$ cat src/rtl/stopwatch_run_control.sv
// Stopwatch run control: button synchronise/debounce, run FSM, 1 s prescaler,
// cascaded BCD MM:SS counters and the registered display/lap path.
// Optional feature macro: STOPWATCH_AUTO_STOP_EN (stop at 59:59 instead of wrapping).
module stopwatch_run_control #(
    parameter int unsigned TICK_DIV        = 5_000_000,
    parameter int unsigned DEBOUNCE_CYCLES = 50_000
) (
    input  logic        clk,
    input  logic        reset,
    input  logic        btn_start_stop,
    input  logic        btn_lap,
    output logic [15:0] disp_bcd,
    output logic        running,
    output logic        lap_active,
    output logic        sec_tick,
    output logic        wrap
);

    localparam int unsigned DbW = $clog2(DEBOUNCE_CYCLES + 1);
    localparam int unsigned PsW = $clog2(TICK_DIV);
    localparam logic [DbW-1:0] DbCntMax = DbW'(DEBOUNCE_CYCLES);
    localparam logic [PsW-1:0] PsLast   = PsW'(TICK_DIV - 1);

    typedef enum logic [1:0] {StIdle, StRun, StStop, StLap} state_e;

    // Bit 0 is start/stop, bit 1 is lap.
    logic [1:0]          btn_raw;
    logic [1:0]          sync1_q, sync2_q;
    logic [1:0]          cand_q, cand_d;
    logic [1:0]          level_q, level_d;
    logic [1:0]          level_dly_q;
    logic [1:0][DbW-1:0] db_cnt_q, db_cnt_d;
    logic [1:0]          press;
    logic                ss_press, lp_press;

    state_e         state_q, state_d;
    logic [PsW-1:0] presc_q, presc_d;
    logic [15:0]    cnt_q, cnt_d;
    logic [15:0]    lap_q, lap_d;
    logic [15:0]    disp_q, disp_d;
    logic           freeze_q, freeze_d;
    logic           tick_q, wrap_q, wrap_d;
    logic           run_st, tick_term, at_max, clear;
`ifdef STOPWATCH_AUTO_STOP_EN
    logic           auto_q, auto_d;
`endif

    assign btn_raw  = {btn_lap, btn_start_stop};
    assign press    = level_q & ~level_dly_q;
    assign ss_press = press[0];
    assign lp_press = press[1];

    // Debounce: a sampled level must stay unchanged for DEBOUNCE_CYCLES samples to be accepted.
    always_comb begin
        cand_d   = cand_q;
        level_d  = level_q;
        db_cnt_d = db_cnt_q;
        for (int i = 0; i < 2; i++) begin
            if (sync2_q[i] != cand_q[i]) begin
                cand_d[i]   = sync2_q[i];
                db_cnt_d[i] = DbW'(1);
            end else if (db_cnt_q[i] < DbCntMax) begin
                db_cnt_d[i] = db_cnt_q[i] + DbW'(1);
            end
            if (db_cnt_d[i] >= DbCntMax) begin
                level_d[i] = cand_d[i];
            end
        end
    end

    assign run_st    = (state_q == StRun) || (state_q == StLap);
    assign tick_term = run_st && (presc_q == PsLast);
    assign at_max    = (cnt_q == 16'h5959);

    // Run FSM, prescaler, BCD counter cascade, lap capture and display select.
    always_comb begin
        state_d  = state_q;
        presc_d  = presc_q;
        cnt_d    = cnt_q;
        lap_d    = lap_q;
        freeze_d = freeze_q;
        wrap_d   = 1'b0;
        clear    = 1'b0;
`ifdef STOPWATCH_AUTO_STOP_EN
        auto_d   = auto_q;
`endif

        // Start/stop wins over lap when both arrive together.
        case (state_q)
            StIdle: begin
                if (ss_press) state_d = StRun;
            end
            StRun: begin
                if (ss_press) begin
                    state_d = StStop;
                end else if (lp_press) begin
                    state_d  = StLap;
                    lap_d    = cnt_q;
                    freeze_d = 1'b1;
                end
            end
            StLap: begin
                if (ss_press) begin
                    state_d = StStop;
                end else if (lp_press) begin
                    state_d  = StRun;
                    freeze_d = 1'b0;
                end
            end
            StStop: begin
                if (ss_press) begin
`ifdef STOPWATCH_AUTO_STOP_EN
                    if (!auto_q) state_d = StRun;
`else
                    state_d = StRun;
`endif
                end else if (lp_press) begin
                    state_d  = StIdle;
                    freeze_d = 1'b0;
                    clear    = 1'b1;
`ifdef STOPWATCH_AUTO_STOP_EN
                    auto_d   = 1'b0;
`endif
                end
            end
            default: state_d = StIdle;
        endcase

        // Prescaler holds in STOP so the sub-second fraction survives a pause.
        if (clear || (state_q == StIdle)) begin
            presc_d = '0;
        end else if (run_st) begin
            presc_d = tick_term ? '0 : presc_q + PsW'(1);
        end

        if (clear) begin
            cnt_d = '0;
        end else if (tick_term) begin
            if (at_max) begin
                wrap_d = 1'b1;
`ifdef STOPWATCH_AUTO_STOP_EN
                state_d = StStop;
                presc_d = '0;
                auto_d  = 1'b1;
`else
                cnt_d = '0;
`endif
            end else if (cnt_q[3:0] != 4'd9) begin
                cnt_d[3:0] = cnt_q[3:0] + 4'd1;
            end else begin
                cnt_d[3:0] = 4'd0;
                if (cnt_q[7:4] != 4'd5) begin
                    cnt_d[7:4] = cnt_q[7:4] + 4'd1;
                end else begin
                    cnt_d[7:4] = 4'd0;
                    if (cnt_q[11:8] != 4'd9) begin
                        cnt_d[11:8] = cnt_q[11:8] + 4'd1;
                    end else begin
                        cnt_d[11:8]  = 4'd0;
                        cnt_d[15:12] = cnt_q[15:12] + 4'd1;
                    end
                end
            end
        end

        if (clear) begin
            disp_d = '0;
        end else begin
            disp_d = freeze_d ? lap_d : cnt_q;
        end
    end

    // All state registers, cleared asynchronously.
    always_ff @(posedge clk or posedge reset) begin
        if (reset) begin
            sync1_q     <= '0;
            sync2_q     <= '0;
            cand_q      <= '0;
            level_q     <= '0;
            level_dly_q <= '0;
            db_cnt_q    <= '0;
            state_q     <= StIdle;
            presc_q     <= '0;
            cnt_q       <= '0;
            lap_q       <= '0;
            disp_q      <= '0;
            freeze_q    <= 1'b0;
            tick_q      <= 1'b0;
            wrap_q      <= 1'b0;
`ifdef STOPWATCH_AUTO_STOP_EN
            auto_q      <= 1'b0;
`endif
        end else begin
            sync1_q     <= btn_raw;
            sync2_q     <= sync1_q;
            cand_q      <= cand_d;
            level_q     <= level_d;
            level_dly_q <= level_q;
            db_cnt_q    <= db_cnt_d;
            state_q     <= state_d;
            presc_q     <= presc_d;
            cnt_q       <= cnt_d;
            lap_q       <= lap_d;
            disp_q      <= disp_d;
            freeze_q    <= freeze_d;
            tick_q      <= tick_term;
            wrap_q      <= wrap_d;
`ifdef STOPWATCH_AUTO_STOP_EN
            auto_q      <= auto_d;
`endif
        end
    end

    assign disp_bcd   = disp_q;
    assign running    = run_st;
    assign lap_active = (state_q == StLap);
    assign sec_tick   = tick_q;
    assign wrap       = wrap_q;

endmodule

$ cat config.mk
export PLATFORM = sky130hd
export DESIGN_NAME = stopwatch_run_control
export DESIGN_NICKNAME = d
export VERILOG_FILES = /design/src/rtl/stopwatch_run_control.sv
export SDC_FILE = /design/constraint.sdc
export NUM_CORES = 1
export LEC_CHECK = 0
export ABC_AREA = 1
export BUFFER_PORTS_ARGS = -buffer_cell sky130_fd_sc_hd__buf_2
export CORE_MARGIN = 2
export CORE_UTILIZATION = 31
export CTS_CLUSTER_DIAMETER = 100
export DETAILED_ROUTE_END_ITERATION = 16
export HOLD_SLACK_MARGIN = 0.1
export SLEW_MARGIN = 20
export SYNTH_ARGS = -nofsm -noshare
export SYNTH_HDL_FRONTEND = slang
export SYNTH_SLANG_ARGS = --single-unit
$ cat constraint.sdc
create_clock -name clk -period 7.2 [get_ports clk]
set_clock_uncertainty 0.1 [all_clocks]
set_input_delay 1.08 -clock clk [delete_from_list [all_inputs] [get_ports clk]]
set_output_delay 1.08 -clock clk [all_outputs]
set_load 0.01 [all_outputs]
==> results.txt <==
Nets: 821
Pwr Density: 228 nW/um^2
Final period util: 0.354
Slew HR: 0.410
sequential power share: 0.429
I/O Pins: 24
CTS Buffer Depth: 2
Die Width: 145 um
Mapped Area: 6160 sq um
top_reg_cell synth: dfrtp_1
final setup fails: 0
Max Freq: 392 MHz
worst-skew pair later-pin latency: 0.42 ns
reg2reg end: disp_bcd[2]$_DFF_PP0_
crit-path max FO: 33
Synth top cells by count: 196 x nand2_1, 118 x dfrtp_1, 113 x inv_1
worst min path class: flip-flop to flip-flop
top-count cell post-synth: nand2_1
Layout area overhead: 16.5%
RSZ-0062 raised after global routing: no
Synth Net Count: 793
post-synth top area share: 0.479
EDFF count, synth: 0
Post-Route WL: 12.8 mm
total grt overflow: 0
row cnt: 51
starting DRC count in detailed routing: 197
layout cell share with drive strength beyond 1: 0.115
Worst-Margin Slew: 0.884 ns
highest ir drop seen on vdd: 148 uV
# resized after CTS: 0
Post-Syn Instances: 774
DR DRC count: 0
area leader, netlist: dfrtp_1
top area cells in the synthesized netlist: dfrtp_1 48%, nand2_1 12%, inv_1 6.9%, nand3_1 5.2%, nor2_1 5.0%
Switching Share: 0.223
Post-CTS Hold Fix Bufs: 0
global-route usage over all layers: 0.130
Logic pwr share: 0.042
CTS tree: built
clk sink count: 118
Hold Path Depth: 0
Die Area: 21000 sq um
post-CTS setup repair buffer count: 0
Final HPWL DP: 8.82 mm
power consumption: 1630 uW
leakage power: 0.00364 uW
Max Slew Vio Count: 0
port bufs: 23
Ant. Diodes: 0
core area: 19500 sq um
Vias: 4841
H-tree depth: 4
Clk pwr share: 0.529
Initial Utilization: 0.316
required time worst endpoint: 7.41 ns
Async SR Flop Fraction: 1.00
gp weighted congestion: 0.816
Final Hold Fails: 0
Worst Hold Launch: sync1_q[1]$_DFF_PP0_
drt via density: 4.48
clock buffer count from CTS: 17
crit path capture type: flip-flop
Root Buffer Master: clkbuf_16
Reg clk slew, reported paths: 0.06 ns
R2R depth: 6
Critical Path Source Type: flip-flop
Synth Register Bits: 118
Hold EP: sync2_q[1]$_DFF_PP0_
drt wl/cell: 11.9 um
first-pass GRT wire length: 22.5 mm
CP arrival: 2.76 ns
YS warnings: 0
antenna-violating nets left: 0
worst flop-to-flop path startpoint: state_q[0]$_DFFE_PP0P_
largest net degree at the start of global routing: 79
Netlist cell types: 42
outcome: completed
Avg Inst Size Synth: 7.96 sq um
switching power: 365 uW
flop-to-flop setup slack: 4.65 ns
vias in the first global route: 4772
Seq/Total Area, Yosys: 0.479
placed instance count: 1047
post-layout minimum cycle time: 2.55 ns
final non-filler cell total: 1080
Setup CP Type: flip-flop to flip-flop
initial antenna violation count: 0
drt first pass iters: 4
Fin Setup TNS: 0 ns
Die Height: 145 um
MaxCap Viol Count: 0
P_int: 1270 uW
power groups by stage:
stage,clock network (uW),logic (uW),registers [uW]
after floorplan,0,54.6,707
after CTS,882,69.9,700
after global routing,922,83.8,702
final,864,69.3,700
after detailed placement,0,69.7,711
after global placement,0,68.3,711
flip-flops by register name (all words and copies together) (netlist names), 2 cells and up:
register / cells
cand_q: 2
cnt_q: 16
db_cnt_q: 32
disp_bcd: 16
lap_q: 16
level_dly_q: 2
level_q: 2
presc_q: 23
state_q: 2
sync1_q: 2
sync2_q: 2
cell usage in the layout (no fill, tap or decap), types with 9 or more instances in the layout:
cell,Yosys,routed
nand2_1,196,196
nand3_1,64,64
clkbuf_16,0,17
nand4_1,13,13
buf_2,6,23
o21ai_0,37,37
inv_1,113,112
nor3_1,13,13
xor2_1,9,9
ha_1,15,15
a211oi_1,19,19
a21oi_1,12,12
nor2_1,82,82
dfrtp_1,118,118
how the worst max path moves through the flow:
stage / start / end / slack [ns] / cells past startpoint
2_1_floorplan: reset / cand_q[0]$_DFF_PP0_ / 2.89 / 1
3_3_place_gp: reset / cnt_q[4]$_DFFE_PP0P_ / 4.46 / 3
3_5_place_dp: reset / cnt_q[4]$_DFFE_PP0P_ / 4.45 / 3
4_1_cts: state_q[0]$_DFFE_PP0P_ / disp_bcd[2]$_DFF_PP0_ / 4.63 / 6
5_1_grt: state_q[0]$_DFFE_PP0P_ / disp_bcd[3]$_DFF_PP0_ / 4.29 / 7
6_report: state_q[0]$_DFFE_PP0P_ / disp_bcd[2]$_DFF_PP0_ / 4.65 / 6
kinds of logic after synthesis:
group,Yosys count,synth area share
DFF,118,0.479
adders and majority gates,15,0.0305
buffers and inverters,131,0.0829
xor gates and xnor gates,12,0.0171
and+or+nand+nor,404,0.297
AOI/OAI and AO/OA,94,0.0931
layout make-up:
class / count / area (sq um)
Fill cell: 1997 / 12300
Sequential cell: 118 / 2950
Multi-Input combinational cell: 525 / 2700
Clock buffer: 21 / 460
Inverter: 115 / 434
Tap cell: 265 / 332
Timing Repair Buffer: 25 / 150
Clock inverter: 11 / 148
stage by stage:
step                      hold WS [ns]  utilization  setup slack (ns)  instance area, sq um
after floorplan                  0.231            -              2.89                  6160
after global placement           0.233        0.336              4.46                  6540
after detailed placement         0.236        0.336              4.45                  6540
after CTS                        0.248        0.367              4.63                  7140
after global routing             0.258        0.368              4.29                  7170
final                            0.245        0.368              4.65                  7170
worst max-delay path, stage by stage, from the launching register on:
cell and delay, ns:
dfrtp_1 0.51, inv_1 0.14, nor2_1 0.18, nand3_2 0.49
nand2_1 0.26, inv_1 0.40, a211oi_1 0.37
layer usage:
metal / track usage / part of all wire / up-vias
li1: - / - / 2537
met3: 0.0248 / 0.023 / 17
met5: 0 / 0 / -
met1: 0.166 / 0.49 / 2226
met4: 0.0604 / 0.020 / 0
met2: 0.213 / 0.47 / 61
Power figures use the tool's default switching activity.
